[src/rtl/mem_arb_pkg.sv]
// Shared types for the unified-memory port arbiter: FSM states, grant
// encoding and the latency-counter width helper.
package mem_arb_pkg;

  typedef enum logic [1:0] {
    IDLE  = 2'd0,
    ISSUE = 2'd1,
    WAIT  = 2'd2
  } state_t;

  typedef enum logic [1:0] {
    GNT_NONE  = 2'd0,
    GNT_FETCH = 2'd1,
    GNT_DATA  = 2'd2
  } grant_t;

  // Bits needed to hold a count of 0..lat.
  function automatic int unsigned cnt_width(input int unsigned lat);
    return (lat < 1) ? 1 : $clog2(lat + 1);
  endfunction

endpackage

[src/rtl/mem_arb_starve_ctr.sv]
// Saturating count of data grants made while fetch was waiting; raises
// force_fetch once STARVE_MAX such grants have happened back to back.
// Only instantiated when MEM_ARB_STARVE_GUARD_EN is defined.
module mem_arb_starve_ctr
  import mem_arb_pkg::*;
#(
  parameter int unsigned STARVE_MAX = 4
) (
  input  logic clk,
  input  logic reset,
  input  logic data_gnt,
  input  logic fetch_gnt,
  input  logic fetch_waiting,
  output logic force_fetch
);

  localparam int unsigned SW = cnt_width(STARVE_MAX);

  logic [SW-1:0] cnt;

  // Count data grants that bypass a waiting fetch; clear on any fairness reset point.
  always_ff @(posedge clk) begin
    if (reset) begin
      cnt <= '0;
    end else if (fetch_gnt) begin
      cnt <= '0;
    end else if (data_gnt) begin
      if (!fetch_waiting)
        cnt <= '0;
      else if (cnt != SW'(STARVE_MAX))
        cnt <= cnt + SW'(1);
    end
  end

  assign force_fetch = (cnt == SW'(STARVE_MAX));

endmodule

[src/rtl/mem_port_arbiter.sv]
// Single-port instruction/data memory arbiter. Data has strict priority
// over fetch; each access runs IDLE -> ISSUE -> WAIT with a fixed memory
// latency of MEM_LAT cycles. Define MEM_ARB_STARVE_GUARD_EN to bound how
// many consecutive data grants may bypass a waiting fetch.
module mem_port_arbiter
  import mem_arb_pkg::*;
#(
  parameter int unsigned ADDR_W     = 32,
  parameter int unsigned DATA_W     = 32,
  parameter int unsigned MEM_LAT    = 1,
  parameter int unsigned STARVE_MAX = 4
) (
  input  logic                clk,
  input  logic                reset,
  input  logic                i_req,
  input  logic [ADDR_W-1:0]   i_addr,
  output logic [DATA_W-1:0]   i_rdata,
  output logic                i_ack,
  input  logic                d_req,
  input  logic                d_we,
  input  logic [ADDR_W-1:0]   d_addr,
  input  logic [DATA_W-1:0]   d_wdata,
  input  logic [DATA_W/8-1:0] d_be,
  output logic [DATA_W-1:0]   d_rdata,
  output logic                d_ack,
  output logic                mem_en,
  output logic                mem_we,
  output logic [ADDR_W-1:0]   mem_addr,
  output logic [DATA_W-1:0]   mem_wdata,
  output logic [DATA_W/8-1:0] mem_be,
  input  logic [DATA_W-1:0]   mem_rdata,
  output logic                busy
);

  localparam int unsigned CW = cnt_width(MEM_LAT);
  localparam int unsigned BW = DATA_W / 8;

  if (MEM_LAT < 1) begin : g_lat_chk
    $error("mem_port_arbiter: MEM_LAT must be >= 1");
  end
  if (STARVE_MAX < 1) begin : g_starve_chk
    $error("mem_port_arbiter: STARVE_MAX must be >= 1");
  end

  state_t          state, state_n;
  grant_t          gnt, gnt_n;
  logic            we_q, we_n;
  logic [CW-1:0]   cnt, cnt_n;
  logic            mem_en_n, mem_we_n, i_ack_n, d_ack_n;
  logic [ADDR_W-1:0] addr_n;
  logic [DATA_W-1:0] wdata_n, i_rdata_n, d_rdata_n;
  logic [BW-1:0]   be_n;
  logic            pick_data, pick_fetch;

`ifdef MEM_ARB_STARVE_GUARD_EN
  logic force_fetch;

  mem_arb_starve_ctr #(.STARVE_MAX(STARVE_MAX)) u_starve (
    .clk           (clk),
    .reset         (reset),
    .data_gnt      ((state == IDLE) && pick_data),
    .fetch_gnt     ((state == IDLE) && pick_fetch),
    .fetch_waiting (i_req),
    .force_fetch   (force_fetch)
  );

  assign pick_data = d_req && !(i_req && force_fetch);
`else
  assign pick_data = d_req;
`endif
  assign pick_fetch = i_req && !pick_data;

  // Next state plus next value of every registered output.
  // The ack is registered on the cycle the counter steps 1 -> 0 (when
  // mem_rdata is valid), so the final WAIT cycle is the one showing the ack.
  always_comb begin
    state_n   = state;
    gnt_n     = gnt;
    we_n      = we_q;
    cnt_n     = cnt;
    mem_en_n  = 1'b0;
    mem_we_n  = 1'b0;
    i_ack_n   = 1'b0;
    d_ack_n   = 1'b0;
    addr_n    = mem_addr;
    wdata_n   = mem_wdata;
    be_n      = mem_be;
    i_rdata_n = i_rdata;
    d_rdata_n = d_rdata;
    unique case (state)
      IDLE: begin
        if (pick_data) begin
          gnt_n    = GNT_DATA;
          we_n     = d_we;
          addr_n   = d_addr;
          wdata_n  = d_wdata;
          be_n     = d_we ? d_be : '1;
          mem_en_n = 1'b1;
          mem_we_n = d_we;
          state_n  = ISSUE;
        end else if (pick_fetch) begin
          gnt_n    = GNT_FETCH;
          we_n     = 1'b0;
          addr_n   = i_addr;
          wdata_n  = '0;
          be_n     = '1;
          mem_en_n = 1'b1;
          state_n  = ISSUE;
        end
      end
      ISSUE: begin
        cnt_n   = CW'(MEM_LAT);
        state_n = WAIT;
      end
      WAIT: begin
        if (cnt != '0)
          cnt_n = cnt - CW'(1);
        if (cnt == CW'(1)) begin
          if (gnt == GNT_DATA) begin
            d_ack_n   = 1'b1;
            d_rdata_n = we_q ? '0 : mem_rdata;
          end else if (gnt == GNT_FETCH) begin
            i_ack_n   = 1'b1;
            i_rdata_n = mem_rdata;
          end
        end
        if (cnt == '0) begin
          state_n = IDLE;
          gnt_n   = GNT_NONE;
        end
      end
      default: state_n = IDLE;
    endcase
  end

  // State register and registered outputs.
  always_ff @(posedge clk) begin
    if (reset) begin
      state     <= IDLE;
      gnt       <= GNT_NONE;
      we_q      <= 1'b0;
      cnt       <= '0;
      mem_en    <= 1'b0;
      mem_we    <= 1'b0;
      mem_addr  <= '0;
      mem_wdata <= '0;
      mem_be    <= '0;
      i_ack     <= 1'b0;
      d_ack     <= 1'b0;
      i_rdata   <= '0;
      d_rdata   <= '0;
      busy      <= 1'b0;
    end else begin
      state     <= state_n;
      gnt       <= gnt_n;
      we_q      <= we_n;
      cnt       <= cnt_n;
      mem_en    <= mem_en_n;
      mem_we    <= mem_we_n;
      mem_addr  <= addr_n;
      mem_wdata <= wdata_n;
      mem_be    <= be_n;
      i_ack     <= i_ack_n;
      d_ack     <= d_ack_n;
      i_rdata   <= i_rdata_n;
      d_rdata   <= d_rdata_n;
      busy      <= (state_n != IDLE);
    end
  end

endmodule

[config.mk]
export PLATFORM = sky130hd
export DESIGN_NAME = mem_port_arbiter
export DESIGN_NICKNAME = d
export VERILOG_FILES = /design/src/rtl/mem_arb_pkg.sv /design/src/rtl/mem_arb_starve_ctr.sv /design/src/rtl/mem_port_arbiter.sv
export SDC_FILE = /design/constraint.sdc
export NUM_CORES = 1
export LEC_CHECK = 0
export ABC_CLOCK_PERIOD_IN_PS = 3500
export BUFFER_PORTS_ARGS = -buffer_cell sky130_fd_sc_hd__buf_2
export CAP_MARGIN = 20
export CELL_PAD_IN_SITES_DETAIL_PLACEMENT = 0
export CELL_PAD_IN_SITES_GLOBAL_PLACEMENT = 1
export CORE_MARGIN = 2
export CORE_UTILIZATION = 35
export CTS_CLUSTER_DIAMETER = 200
export DETAILED_ROUTE_END_ITERATION = 12
export PLACE_DENSITY_LB_ADDON = 0.1
export SLEW_MARGIN = 10
export SYNTH_ARGS = -nofsm -noshare
export SYNTH_HDL_FRONTEND = slang
export SYNTH_SLANG_ARGS = --single-unit
[constraint.sdc]
create_clock -name clk -period 3.5 [get_ports clk]
set_clock_uncertainty 0.15 [all_clocks]
set_input_delay 0.175 -clock clk [delete_from_list [all_inputs] [get_ports clk]]
set_output_delay 0.175 -clock clk [all_outputs]
set_load 0.005 [all_outputs]
## Yosys cells after proc, flatten, opt, wreduce, memory -nomap -nowiden

Index checks and enable logic that the tools add are counted.

- Register bits: 143
- Input port bits: 137
- Output and inout port bits: 137
- Logic and storage cells: 65

- Add/subtract/negate cells: 1
- Eq/ne operators: 6
- Multiplexer cells: 24
- Bitwise gates (word level): 5
- Reduce and logical (&&, ||, !) cells: 15

Operator list:

| operator | number |
|---|---|
| $mux W32 | 5 |
| $mux W2 | 6 |
| $mux W4 | 3 |
| $reduce_bool A2 Y1 | 4 |
| $mux W1 | 7 |
| $pmux W2 S3 | 1 |
| $reduce_and A3 Y1 | 2 |
| $reduce_or A3 Y1 | 2 |
| $not A1 Y1 | 5 |
| $eq A2 B1 Y1 const B | 2 |
| $eq A2 B2 Y1 const B | 2 |
| $pmux W2 S2 | 1 |
| $reduce_and A4 Y1 | 1 |
| $reduce_or A4 Y1 | 1 |
| $ne A3 B3 Y1 const B | 1 |
| $logic_not A2 Y1 | 1 |
| $ne A2 B2 Y1 const B | 1 |
| $pmux W1 S2 | 1 |
| $reduce_and A2 Y1 | 1 |
| $reduce_or A2 Y1 | 1 |
| $logic_and A1 B1 Y1 | 1 |
| $logic_not A1 Y1 | 1 |
| $sub A1 B1 Y1 const B | 1 |

## Depth between registers and ports, before layout

- Depth in word-level cells: 6
- Mapped depth: 8
- Gate-level depth less buffers: 5

## Worst setup path after synthesis

No wires, ideal clock.

- Path type: register to register
- From: register state[0]
- To: register mem_addr[16]
- Arrival time: 1.475 ns
- Path slack: 1.794 ns
- Stages on the path, launching flop included: 9
- Path through: dfxtp_1 > inv_1 > ha_1 > buf_2 > o21a_1 > buf_2 > buf_4 > buf_6 > a211oi_2

- Longest elaborated chain between the ends: 2

Ends and longest elaborated chain:

| what | RTL line | text |
|---|---|---|
| from (decl) | mem_port_arbiter.sv:45 | `state_t state, state_n;` |
| from (signal assigned) | mem_port_arbiter.sv:154 | `state <= state_n;` |
| $logic_not A2 Y1 | mem_port_arbiter.sv:90 | `unique case (state)` |
| $reduce_and A2 Y1 (no line) | - |  |
| to (signal assigned) | mem_port_arbiter.sv:160 | `mem_addr <= addr_n;` |
| to (decl) | mem_port_arbiter.sv:28 | `output logic [ADDR_W-1:0] mem_addr,` |

Every way passes these cells.
A chain may end at the register's enable or synchronous reset.

## Final worst setup path

- From: register state[0]
- To: register mem_wdata[3]

- Longest elaborated chain between the ends: 2

Ends and longest elaborated chain:

| what | RTL line | text |
|---|---|---|
| $logic_not A2 Y1 | mem_port_arbiter.sv:90 |  |
| $reduce_and A2 Y1 (no line) | - |  |
| to (signal assigned) | mem_port_arbiter.sv:161 | `mem_wdata <= wdata_n;` |
| to (decl) | mem_port_arbiter.sv:29 | `output logic [DATA_W-1:0] mem_wdata,` |

Every way passes these cells.

==> results.json <==
{
  "status": "finished, final reports clean",
  "worstSetupStartpointType": "flop",
  "cts_resized": 0,
  "post_drt_wl_per_cell_um": 14.6,
  "nNetsFinal": 1040,
  "fmax_mhz": 401,
  "cts_root_buf": "clkbuf_16",
  "routabilityCongestion": 0.778,
  "grt.total_usage_pct": 19.6,
  "place_inst": 947,
  "p_leak_uw": 0.00401,
  "hold_start": "d_addr[21]",
  "initial_core_util_pct": 36.0,
  "cts_buffers": 17,
  "r2r-start": "state[0]",
  "irDropWorstVdd_uv": 331,
  "stdcell_count": 1097,
  "slew_viol_final": 0,
  "area_delta_synth_final_pct": 61.6,
  "yosysSeqAreaShare_pct": 54.2,
  "async_flop_share_pct": 0,
  "synth_cell_types": 34,
  "wl_mm": 16.0,
  "worstSetupPathType": "flop to flop",
  "die_y_um": 127,
  "num_rows": 44,
  "worst_slew_pin_slew_ns": 0.804,
  "period_share_pct": 71.3,
  "cts_tree": "built",
  "syn_avg_cell_area_um2": 9.98,
  "critical_path.slowest_cell": "dlygate4sd3_1",
  "grt_pass1_wl_mm": 25.1,
  "syn_inst": 529,
  "cp.required_ns": 3.65,
  "synth_warnings": 0,
  "ys_seq_elements": 143,
  "hpwl_mm": 10.2,
  "drc": 0,
  "endpoint_kind": "flop",
  "die_w_um": 127,
  "via_per_inst": 4.78,
  "hold_class": "input pin to flop",
  "vias": 5246,
  "synth-edff-count": 0,
  "fin_tns_setup_ns": 0,
  "synth_flop_cell": "dfxtp_1",
  "h-tree-depth": 4,
  "clk_latency_ns": 0.41,
  "critPathArrivalTime_ns": 2.64,
  "clockBufferDepth": 2,
  "synth_fp_nets": 670,
  "relSlewSlack_pct": 46.4,
  "critPathMaxStageDelay_ns": 0.57,
  "cap_violations": 0,
  "first_iter_violations": 179,
  "path_clk_slew_ns": 0.06,
  "critPathLaunch": "state[0]",
  "grt_max_degree": 84,
  "core_mm2": 0.0146,
  "grt-ovfl-total": 0,
  "setup_viol": 0,
  "rsz0062_at_grt": "no",
  "path_cells": "inv_1, ha_1, and2_1, buf_16, a22oi_1, nor2_1, dlygate4sd3_1",
  "min_period_ns": 2.50,
  "drive_gt1_share_pct": 37.0,
  "netlist_area_mm2": 0.00528,
  "boundaryPins": 274,
  "cp_max_fo": 25,
  "power_per_cell_area_mw_per_mm2": 512,
  "first_pass_iters": 4,
  "ant_nets": 0,
  "antenna_found_initial": 1,
  "grt_pass1_vias": 5163,
  "finalHoldViolCount": 0,
  "cts_sinks": 143,
  "portBuffers": 273,
  "die_area_mm2": 0.0161
}
[per-stage QoR]
stage | hold WS [ns] | cell area [µm²] | util [%] | power [µW] | setup slack, ns
after detailed placement | 0.254 | 6710 | 45.8 | 2370 | 1.14
final | 0.0116 | 8530 | 58.2 | 4370 | 1.00
after global placement | 0.252 | 6710 | 45.8 | 2360 | 1.21
after global routing | 0.0143 | 8530 | 58.2 | 4570 | 0.855
after CTS | 0.000634 | 8500 | 58.0 | 4410 | 0.647
after floorplan | 0.150 | 5280 | - | 2140 | 1.79
[placed cells by master (no fill, tap or decap), types with 7 or more instances in the layout]
cell type / netlist / layout
buf_2: 22 / 272
dfxtp_1: 143 / 143
dlygate4sd3_1: 0 / 116
nor2_1: 74 / 74
nand2_1: 66 / 66
a21oi_1: 36 / 36
a22o_1: 32 / 32
mux2i_1: 32 / 32
a22oi_1: 32 / 32
a211oi_2: 20 / 20
clkbuf_16: 0 / 17
a211oi_1: 15 / 15
buf_4: 4 / 7
[worst max-delay path, delay by kind of cell (launching register included)]
family | cells | cell delay (ns)
adders and majority gates | 1 | 0.33
buffers and inverters | 3 | 0.90
DFF | 1 | 0.43
and+or+nand+nor | 2 | 0.42
AOI/OAI and AO/OA | 1 | 0.15
[layout make-up]
cell class | count | area [µm²]
multi-input combinational | 335 | 2140
fill | 1279 | 6120
timing repair buffer | 398 | 2640
antenna | 2 | 5.00
inverter | 4 | 15.0
tap | 184 | 230
clock buffer | 21 | 470
clock inverter | 10 | 159
sequential | 143 | 2860
[cells by family (layout without fill, tap and decap cells)]
logic type      Yosys count  in the layout  share of synthesized area (%)
other cells               0              2                              0
buf+inv                  51            433                           5.36
simple gates            152            152                           11.7
flops                   143            143                           54.2
fa+ha+maj                 4              4                          0.948
mux                      32             32                           6.07
compound gates          147            147                           21.7
[cell usage after synthesis, drive strengths merged, types with 2 or more instances]
| master | instances | area share, % |
|---|---|---|
| a211oi | 35 | 6.9 |
| a21oi | 36 | 3.4 |
| a22o | 32 | 5.3 |
| a22oi | 32 | 4.6 |
| and2 | 2 | 0.24 |
| buf | 34 | 4.1 |
| clkbuf | 13 | 1.0 |
| dfxtp | 143 | 54 |
| ha | 4 | 0.95 |
| inv | 4 | 0.28 |
| mux2i | 32 | 6.1 |
| nand2 | 66 | 4.7 |
| nand4b | 2 | 0.45 |
| nor2 | 74 | 5.3 |
| nor2b | 2 | 0.24 |
| nor3 | 2 | 0.28 |
| o21ai | 4 | 0.45 |
| o22ai | 4 | 0.47 |
[worst paths after layout]
check,endpoint,slack [ns],cells past startpoint
setup / recovery,mem_wdata[3],1.00,7
hold / removal,mem_addr[21],0.01,3
setup reg to reg,mem_wdata[3],1.00,7
hold reg to reg,i_rdata[22],0.30,2
[sequential cells by signal, summed over array words and instances, names as in the netlist, 2 cells and up]
signal,flops
state,2
mem_addr,32
gnt,2
mem_be,4
mem_wdata,32
i_rdata,32
d_rdata,32
[power breakdown]
part	switching (µW)	internal [µW]	leakage (µW)
Sequential	55.1	1730	0.00117
Clock	666	1240	0.000305
Combinational	327	346	0.00254
[metal layers]
metal  routed length (µm)  part of all wire, %  global-route usage [%]  vias up
met5                    0                    0                       0        -
met3                 1070                  6.7                    6.20       37
met2                 8010                   50                    34.8      203
li1                     -                    -                       -     2611
met4                  486                  3.0                    9.57        0
met1                 6410                   40                    21.2     2395
[what timing repair did]
item                                   in CTS  in global routing
endpoints found under the hold margin     126                  0
setup buffers                               0                  0
hold buffers                              116                  0
No activity file was read; power rests on OpenSTA's default activity.
